[src/rtl/membus_pkg.sv]
`default_nettype none
// ============================================================================
//  Module      : membus_pkg
//  Description : Shared types and constants for the memory bus controller:
//                FSM state encoding, mdr_sel encodings, wait-counter width.
//  Revision    : 1.0  initial release
// ============================================================================
package membus_pkg;

    localparam int WAIT_CNT_W = 4;

    localparam logic [1:0] MDRS_MEM = 2'd0;
    localparam logic [1:0] MDRS_BUS = 2'd1;

    typedef enum logic [0:0] {
        IDLE   = 1'b0,
        ACCESS = 1'b1
    } state_t;

endpackage
`default_nettype wire

[src/rtl/strobe_rise.sv]
`default_nettype none
// ============================================================================
//  Module      : strobe_rise
//  Description : Rising-edge detector for a decoder level strobe. Remembers
//                the previous-cycle sample and flags a 0->1 transition.
//  Revision    : 1.0  initial release
// ============================================================================
module strobe_rise (
    input  logic clk,
    input  logic reset,
    input  logic strobe,
    output logic rise
);

    logic r_prev;

    // Previous-cycle sample of the strobe
    always_ff @(posedge clk or posedge reset) begin
        if (reset) begin
            r_prev <= 1'b0;
        end else begin
            r_prev <= strobe;
        end
    end

    assign rise = strobe & ~r_prev;

endmodule
`default_nettype wire

[src/rtl/mem_bus_ctrl.sv]
`default_nettype none
// ============================================================================
//  Module      : mem_bus_ctrl
//  Description : Owns MAR/IR/MDR and converts decoder load strobes into single
//                SRAM read/write transactions with wait states and an SRAM
//                ready handshake.
//                Optional macro MEMCTRL_BYTE_ACCESS_EN enables byte accesses
//                on MDR reads and on writes.
//  Revision    : 1.0  initial release
// ============================================================================
module mem_bus_ctrl
    import membus_pkg::*;
#(
    parameter int unsigned WAIT_STATES = 0
) (
    input  logic        clk,
    input  logic        reset,
    input  logic        mar_load,
    input  logic        ir_load,
    input  logic        mdr_load,
    input  logic        ram_load,
    input  logic        be,
    input  logic [1:0]  mdr_sel,
    input  logic [15:0] mar_din,
    input  logic [15:0] mdr_din,
    output logic [15:0] instr,
    output logic [15:0] mdr_q,
    output logic [15:0] mar_q,
    output logic        busy,
    output logic        err,
    output logic [14:0] sram_addr,
    output logic [15:0] sram_wdata,
    input  logic [15:0] sram_rdata,
    output logic        sram_ce,
    output logic        sram_oe,
    output logic        sram_we,
    output logic [1:0]  sram_bwe,
    input  logic        sram_rdy
);

    localparam logic [WAIT_CNT_W-1:0] c_wait_init = WAIT_CNT_W'(WAIT_STATES);
    localparam logic [WAIT_CNT_W-1:0] c_wait_one  = WAIT_CNT_W'(1);

    state_t                r_state;
    state_t                w_state_nxt;
    logic [WAIT_CNT_W-1:0] r_wait;
    logic [15:0]           r_mar;
    logic [15:0]           r_ir;
    logic [15:0]           r_mdr;
    logic [15:0]           r_xaddr;   // MAR as it stood when the transaction opened
    logic                  r_wr;
    logic                  r_tgt_ir;
    logic                  r_err;

    logic        w_ir_rise;
    logic        w_mdr_rise;
    logic        w_ram_rise;
    logic        w_mdr_mem_rise;
    logic        w_mdr_direct;
    logic        w_accept;
    logic        w_acc_wr;
    logic        w_acc_ir;
    logic        w_complete;
    logic        w_conflict;
    logic [15:0] w_rd_data;
    logic [1:0]  w_bwe_wr;
    logic [15:0] w_wdata;

    strobe_rise u_ir_rise  (.clk(clk), .reset(reset), .strobe(ir_load),  .rise(w_ir_rise));
    strobe_rise u_mdr_rise (.clk(clk), .reset(reset), .strobe(mdr_load), .rise(w_mdr_rise));
    strobe_rise u_ram_rise (.clk(clk), .reset(reset), .strobe(ram_load), .rise(w_ram_rise));

    assign w_mdr_mem_rise = w_mdr_rise & (mdr_sel == MDRS_MEM);
    assign w_mdr_direct   = (r_state == IDLE) & w_mdr_rise & (mdr_sel != MDRS_MEM);

    // Next-state, accept arbitration (write > IR read > MDR read) and conflicts
    always_comb begin
        w_state_nxt = r_state;
        w_accept    = 1'b0;
        w_acc_wr    = 1'b0;
        w_acc_ir    = 1'b0;
        w_complete  = 1'b0;
        w_conflict  = 1'b0;
        case (r_state)
            IDLE: begin
                if (w_ram_rise) begin
                    w_accept   = 1'b1;
                    w_acc_wr   = 1'b1;
                    w_conflict = w_ir_rise | w_mdr_mem_rise;
                end else if (w_ir_rise) begin
                    w_accept   = 1'b1;
                    w_acc_ir   = 1'b1;
                    w_conflict = w_mdr_mem_rise;
                end else if (w_mdr_mem_rise) begin
                    w_accept   = 1'b1;
                end
                if (w_accept) begin
                    w_state_nxt = ACCESS;
                end
            end
            ACCESS: begin
                w_conflict = w_ir_rise | w_mdr_rise | w_ram_rise;
                if ((r_wait == '0) && sram_rdy) begin
                    w_complete  = 1'b1;
                    w_state_nxt = IDLE;
                end
            end
            default: begin
                w_state_nxt = IDLE;
            end
        endcase
    end

`ifdef MEMCTRL_BYTE_ACCESS_EN
    logic r_be;

    // Byte-access flag is frozen for the life of the transaction
    always_ff @(posedge clk or posedge reset) begin
        if (reset) begin
            r_be <= 1'b0;
        end else if (w_accept) begin
            r_be <= be;
        end
    end

    // IR fetches stay full-word; MDR byte reads zero-extend the addressed lane
    assign w_rd_data = (r_be && !r_tgt_ir)
                     ? {8'h00, (r_xaddr[0] ? sram_rdata[15:8] : sram_rdata[7:0])}
                     : sram_rdata;
    assign w_bwe_wr  = r_be ? (r_xaddr[0] ? 2'b10 : 2'b01) : 2'b11;
    assign w_wdata   = r_be ? {r_mdr[7:0], r_mdr[7:0]} : r_mdr;
`else
    logic w_unused;

    assign w_unused  = be ^ r_xaddr[0];
    assign w_rd_data = sram_rdata;
    assign w_bwe_wr  = 2'b11;
    assign w_wdata   = r_mdr;
`endif

    // FSM state register
    always_ff @(posedge clk or posedge reset) begin
        if (reset) begin
            r_state <= IDLE;
        end else begin
            r_state <= w_state_nxt;
        end
    end

    // Wait-state counter: loaded on accept, counts down to zero in ACCESS
    always_ff @(posedge clk or posedge reset) begin
        if (reset) begin
            r_wait <= '0;
        end else if (w_accept) begin
            r_wait <= c_wait_init;
        end else if ((r_state == ACCESS) && (r_wait != '0)) begin
            r_wait <= r_wait - c_wait_one;
        end
    end

    // Transaction attributes captured from pre-edge MAR at accept
    always_ff @(posedge clk or posedge reset) begin
        if (reset) begin
            r_xaddr  <= '0;
            r_wr     <= 1'b0;
            r_tgt_ir <= 1'b0;
        end else if (w_accept) begin
            r_xaddr  <= r_mar;
            r_wr     <= w_acc_wr;
            r_tgt_ir <= w_acc_ir;
        end
    end

    // MAR follows mar_din while idle; frozen while a transaction is open
    always_ff @(posedge clk or posedge reset) begin
        if (reset) begin
            r_mar <= '0;
        end else if ((r_state == IDLE) && mar_load) begin
            r_mar <= mar_din;
        end
    end

    // IR/MDR: read completion capture, or direct MDR load from the bus
    always_ff @(posedge clk or posedge reset) begin
        if (reset) begin
            r_ir  <= '0;
            r_mdr <= '0;
        end else if (w_complete && !r_wr) begin
            if (r_tgt_ir) begin
                r_ir  <= w_rd_data;
            end else begin
                r_mdr <= w_rd_data;
            end
        end else if (w_mdr_direct) begin
            r_mdr <= mdr_din;
        end
    end

    // One-cycle error pulse after a conflicting edge
    always_ff @(posedge clk or posedge reset) begin
        if (reset) begin
            r_err <= 1'b0;
        end else begin
            r_err <= w_conflict;
        end
    end

    assign instr      = r_ir;
    assign mdr_q      = r_mdr;
    assign mar_q      = r_mar;
    assign busy       = (r_state == ACCESS);
    assign err        = r_err;
    assign sram_ce    = busy;
    assign sram_oe    = busy & ~r_wr;
    assign sram_we    = busy & r_wr;
    assign sram_bwe   = sram_we ? w_bwe_wr : 2'b00;
    assign sram_addr  = busy ? r_xaddr[15:1] : r_mar[15:1];
    assign sram_wdata = w_wdata;

endmodule
`default_nettype wire

[config.mk]
export PLATFORM = sky130hd
export DESIGN_NAME = mem_bus_ctrl
export DESIGN_NICKNAME = d
export VERILOG_FILES = /design/src/rtl/membus_pkg.sv /design/src/rtl/strobe_rise.sv /design/src/rtl/mem_bus_ctrl.sv
export SDC_FILE = /design/constraint.sdc
export NUM_CORES = 1
export LEC_CHECK = 0
export ABC_AREA = 1
export CAP_MARGIN = 10
export CORE_ASPECT_RATIO = 0.8
export CORE_UTILIZATION = 39
export DETAILED_ROUTE_END_ITERATION = 12
export GPL_TIMING_DRIVEN = 0
export PLACE_DENSITY = 0.88
export SYNTH_ARGS = -nofsm -noshare
export SYNTH_HDL_FRONTEND = slang
export SYNTH_SLANG_ARGS = --single-unit
[constraint.sdc]
create_clock -name clk -period 2.44 [get_ports clk]
set_clock_uncertainty 0.15 [all_clocks]
set_input_delay 0.488 -clock clk [delete_from_list [all_inputs] [get_ports clk]]
set_output_delay 0.488 -clock clk [all_outputs]
set_load 0.02 [all_outputs]
# --- After elaboration in Yosys (flattened, before gate mapping) ---
# Cells that the tools add are included.
classes:
  addsub: 1
  eq_ne: 1
  reduce_logical: 13
  bitwise_logic: 16
  n_mux: 25
op_table:
  columns: ["operator", "count"]
  rows:
  - ["$mux 16", 3]
  - ["$mux 1", 16]
  - ["$mux 15", 1]
  - ["$and 1x1->1", 8]
  - ["$mux 4", 2]
  - ["$reduce_bool 2->1", 3]
  - ["$not 1->1", 5]
  - ["$logic_and 1x1->1", 4]
  - ["$logic_not 4->1", 1]
  - ["$pmux 1 s2", 2]
  - ["$reduce_and 2->1", 2]
  - ["$reduce_bool 4->1", 1]
  - ["$sub 4x1->4 const B", 1]
  - ["$or 1x1->1", 3]
  - ["$logic_not 2->1", 1]
  - ["$mux 2", 1]
  - ["$ne 2x2->1 const B", 1]
  - ["$logic_not 1->1", 1]
totals:
  input_bits: 58
  out_inout_bits: 86
  reg_bits: 75
  wordCells: 68

# --- Longest topological paths before layout ---
logic_depth:
  ltp_word: 9
  ltp_mapped: 9
  depth_no_buf: 8

# --- Modules after synthesis ---
# From an unflattened synthesis, not the netlist that was laid out.
unflattened:
  hier_cells: 430
  hier_area_um2: 3543.4
modules_own_cells:
  columns: ["mod", "area_each_um2", "seq_area_each_um2", "n_inst", "cells_each"]
  rows:
  - ["mem_bus_ctrl", 3427.0, 1776.7, 1, 418]
  - ["strobe_rise", 38.8, 25.0, 3, 4]

# --- Least setup slack after synthesis ---
# Ideal clock, no wire load.
synth_path:
  kind: "register to output"
  startpoint: "register r_state (netlist: busy)"
  endpoint: "output sram_bwe[0]"
  slack_ns: 0.416
  required_ns: 1.802
  path_buffers: 3
  stages_incl_launch_ff: 6
  arrival_time_ns: 1.386
  cell_sequence: "dfrtp_1 -> buf_2 -> clkbuf_1 -> nand2_1 -> inv_1 -> buf_4"
synth_via:
  elab_chain_len: 2
synth_lines:
  columns: ["item", "line", "rtl"]
  rows:
  - ["start: declaration", "mem_bus_ctrl.sv:44", "state_t r_state;"]
  - ["start signal: assignment", "mem_bus_ctrl.sv:146", "r_state <= w_state_nxt;"]
  - ["$and 1x1->1", "mem_bus_ctrl.sv:215", "assign sram_we = busy & r_wr;"]
  - ["net sram_we", "mem_bus_ctrl.sv:36", "output logic sram_we,"]
  - ["$mux 2", "mem_bus_ctrl.sv:216", "assign sram_bwe = sram_we ? w_bwe_wr : 2'b00;"]
  - ["end: declaration", "mem_bus_ctrl.sv:37", "output logic [1:0] sram_bwe,"]
# The timed path passes the listed nets, and every way through them passes these cells.

# --- Worst setup path in the final report ---
layout_path:
  startpoint: "register r_state (netlist: busy)"
  endpoint: "output sram_addr[14]"
layout_via:
  elab_chain_len: 1
layout_lines:
  columns: ["item", "line", "rtl"]
  rows:
  - ["$mux 15", "mem_bus_ctrl.sv:217", "assign sram_addr = busy ? r_xaddr[15:1] : r_mar[15:1];"]
  - ["end: declaration", "mem_bus_ctrl.sv:31", "output logic [14:0] sram_addr,"]
# Every way passes these cells.

==> flow_metrics.tcl <==
set metrics [dict create \
    outcome "complete, no violations" \
    totalNegativeSetupSlack_ns 0 \
    finalWeightedCongestion 0.873 \
    routedWlPerCell_um 15.3 \
    numClockSinks 74 \
    timing.critical_path.from "busy" \
    detailed_placement_hpwl_um 8230 \
    power_density_mw_per_mm2 1400 \
    instances_no_fill 700 \
    timing.critical_path.from_type "flip-flop" \
    post_synth_and_or_nand_nor_area_fraction_pct 27.1 \
    maxCapViolations 0 \
    layout_commonest_cell "nand2_1" \
    top_level_pins 144 \
    synth_nets 489 \
    grt_start_max_net_pins 42 \
    postSynthRegisterBits 74 \
    area_growth_syn_to_layout_pct 52.2 \
    cp-endpoint "sram_addr[14]" \
    worstHoldPathType "flip-flop to flip-flop" \
    timing.max_slew.rel_slack_pct 50.3 \
    worstRegToRegCells 8 \
    floorplan.initialDensity_pct 40.9 \
    synth.avg_cell_area_um2 8.20 \
    cts_max_path_buffers 2 \
    achievable-frequency_ghz 0.417 \
    crit_type "flip-flop to primary output" \
    setup_slack_ns 0.0430 \
    fp.dieH_um 87.1 \
    clock_tree.htree_level_count 3 \
    postSynthCellCount 430 \
    worst_path_required_time_ns 1.80 \
    grt_first_pass_wirelength_um 17100 \
    synth.area.mux_share_pct 0.319 \
    regToRegEndpoint "mdr_q[6]" \
    via_count_of_the_first_global_routing_pass 3527 \
    dominant_combinational_cell_family_by_area_after_synthesis "simple AND/OR/NAND/NOR gates" \
    worst_skew_pair_latency_ns 0.33 \
    cp_data_arrival_time_ns 1.76 \
    grt.total_usage_pct 23.7 \
    min_period_ns 2.40 \
    via_per_inst 5.00 \
    post-place-ws_ns -0.166 \
    synthAdderAreaFrac_pct 0.355 \
    cts.root.buffer_cell "clkbuf_16" \
    initial_antenna_violation_count 0 \
    seq_area_frac_synth_pct 52.5 \
    synthTopCellsByArea "dfrtp_1 (53%), nand2_1 (16%), o21ai_0 (7.1%)" \
    port_buffers 141 \
    antenna_violating_nets_post_route 0 \
    drt_iter0_markers 244 \
    setup_violations 0 \
    diodes 0 \
    largest_fanout_on_the_critical_path 10 \
    yosysWarnings 0 \
    cts_hold_repair.buffers 0 \
    route.final.wire_length_um 10700 \
    core_mm2 0.00863 \
    synthDominantAreaCellType "dfrtp_1" \
    cp-end-kind "primary output" \
    finalCritPeriodShare_pct 98.2 \
    leakage_nw 2.65 \
    tightest_slew_ns 0.744 \
    dieArea_mm2 0.00943 \
    dr_total_vias 3502 \
    max_ir_drop_vdd_uv 598 \
    min-delay-start "r_xaddr[13]" \
    worst_setup_hold_path_clk_slew_ns 0.06 \
    detail_route.drc_violations 0 \
    synth_compound_gate_area_share_pct 9.22 \
    num-fill-cells 735 \
    totalPowerFinal_mw 7.53 \
    yosys.area_share.xor_xnor_pct 0.248 \
    timing.reg2reg.setup_slack_ns 0.49 \
    number_of_library_cell_types_mapped_by_synthesis 24 \
    drive_above_1_share_pct 10.9 \
    cts_tree "built" \
    nets 642 \
    start_of_the_worst_register_to_register_path "r_wait[0]" \
    placedCellCount 684 \
    syn_area_mm2 0.00353 \
    grt_remaining_overflow 0 \
    commonest_cells_after_routing_fill_and_taps_aside "nand2_1 (146), clkdlybuf4s50_1 (122), dfrtp_1 (74)" \
    detail_route.first_pass.iterations 4 \
    rsz_0062_raised_after_global_routing "no" \
    synthDominantCellAreaShare_pct 52.5 \
    chipWidth_um 108 \
    placementRows 30 \
    cts_inserted_buffers 9 \
    hold_viol 0 \
    timing_max_transition_violations_final 0 \
]
## power by group
group | leakage (nW) | internal (mW) | switching (mW)
registers | 0.899 | 1.78 | 0.372
logic | 1.61 | 1.77 | 2.35
clock network | 0.135 | 0.724 | 0.522
total | 2.65 | 4.28 | 3.25
## stage by stage
stage	hold WS (ns)	area, µm²	utilization [%]
after floorplan	0.300	3530	-
after global placement	0.320	5080	58.9
after detailed placement	0.332	5100	59.1
after CTS	0.346	5380	62.3
after global routing	0.374	5370	62.2
final	0.345	5370	62.2
## worst min-delay path by stage
stage | to | slack, ns | depth (start not counted)
floorplan | r_tgt_ir | 0.30 | 2
global placement | r_xaddr[14] | 0.32 | 2
detailed placement | r_xaddr[5] | 0.33 | 2
CTS | r_xaddr[5] | 0.35 | 2
global route | r_xaddr[10] | 0.37 | 2
finish | r_xaddr[13] | 0.34 | 2
## kinds of logic after synthesis
kind of cell               count (synthesis)
DFF                                       74
AOI/OAI and AO/OA                         65
buffers and inverters                     71
adders and majority gates                  1
muxes                                      1
xor gates and xnor gates                   1
and+or+nand+nor                          217
## cell type report
type | instances | area (µm²) | area share (%)
repair buffers | 142 | 1400 | 26.1
flip-flops and latches | 74 | 1850 | 34.5
inverters | 30 | 116 | 2.17
well taps | 112 | 140 | 2.61
clock buffers | 10 | 239 | 4.45
plain buffers | 41 | 259 | 4.82
clock inverters | 6 | 50.0 | 0.932
multi-input cells | 285 | 1310 | 24.4
## what timing repair did
action / in CTS / in global routing
pin swaps: 0 / 0
setup buffers: 0 / 0
endpoints found under the setup margin: 19 / 4
resized for setup: 25 / 8
## synthesized netlist by cell type
library cell  count
buf_4            19
or2_2             1
clkbuf_1         12
dfrtp_1          74
a21oi_1          15
nand4_4           1
o21ai_0          50
inv_1            27
buf_6             2
nand4_2           1
inv_2             2
nand2_4           1
nor2_1           24
nor2_4            2
xor2_1            1
clkinv_1          1
buf_2             8
nand2_2           1
nand3_1          22
mux2_2            1
ha_1              1
nor2_8            1
nand2_1         146
nand4_1          17
## state kept, by name, indices dropped and copies added, names as in the netlist
register           count
u_ram_rise.r_prev      1
mar_q                 16
busy                   1
err                    1
u_ir_rise.r_prev       1
r_tgt_ir               1
r_wr                   1
r_xaddr               15
u_mdr_rise.r_prev      1
r_wait                 4
instr                 16
mdr_q                 16
## critical path: stages (launching register included)
cell and delay [ns]:
dfrtp_1 0.42, buf_4 0.21, buf_2 0.24, nand2_1 0.09, o21ai_0 0.09, dlygate4sd2_1 0.39
## routing by layer
metal | track usage [%] | vias to the layer above | part of all wire, %
li1 | - | 1673 | -
met1 | 30.0 | 1685 | 41
met2 | 39.5 | 115 | 51
met3 | 4.94 | 29 | 5.0
met4 | 9.71 | 0 | 3.0
met5 | 0 | - | 0
No activity file was read; power rests on OpenSTA's default activity.
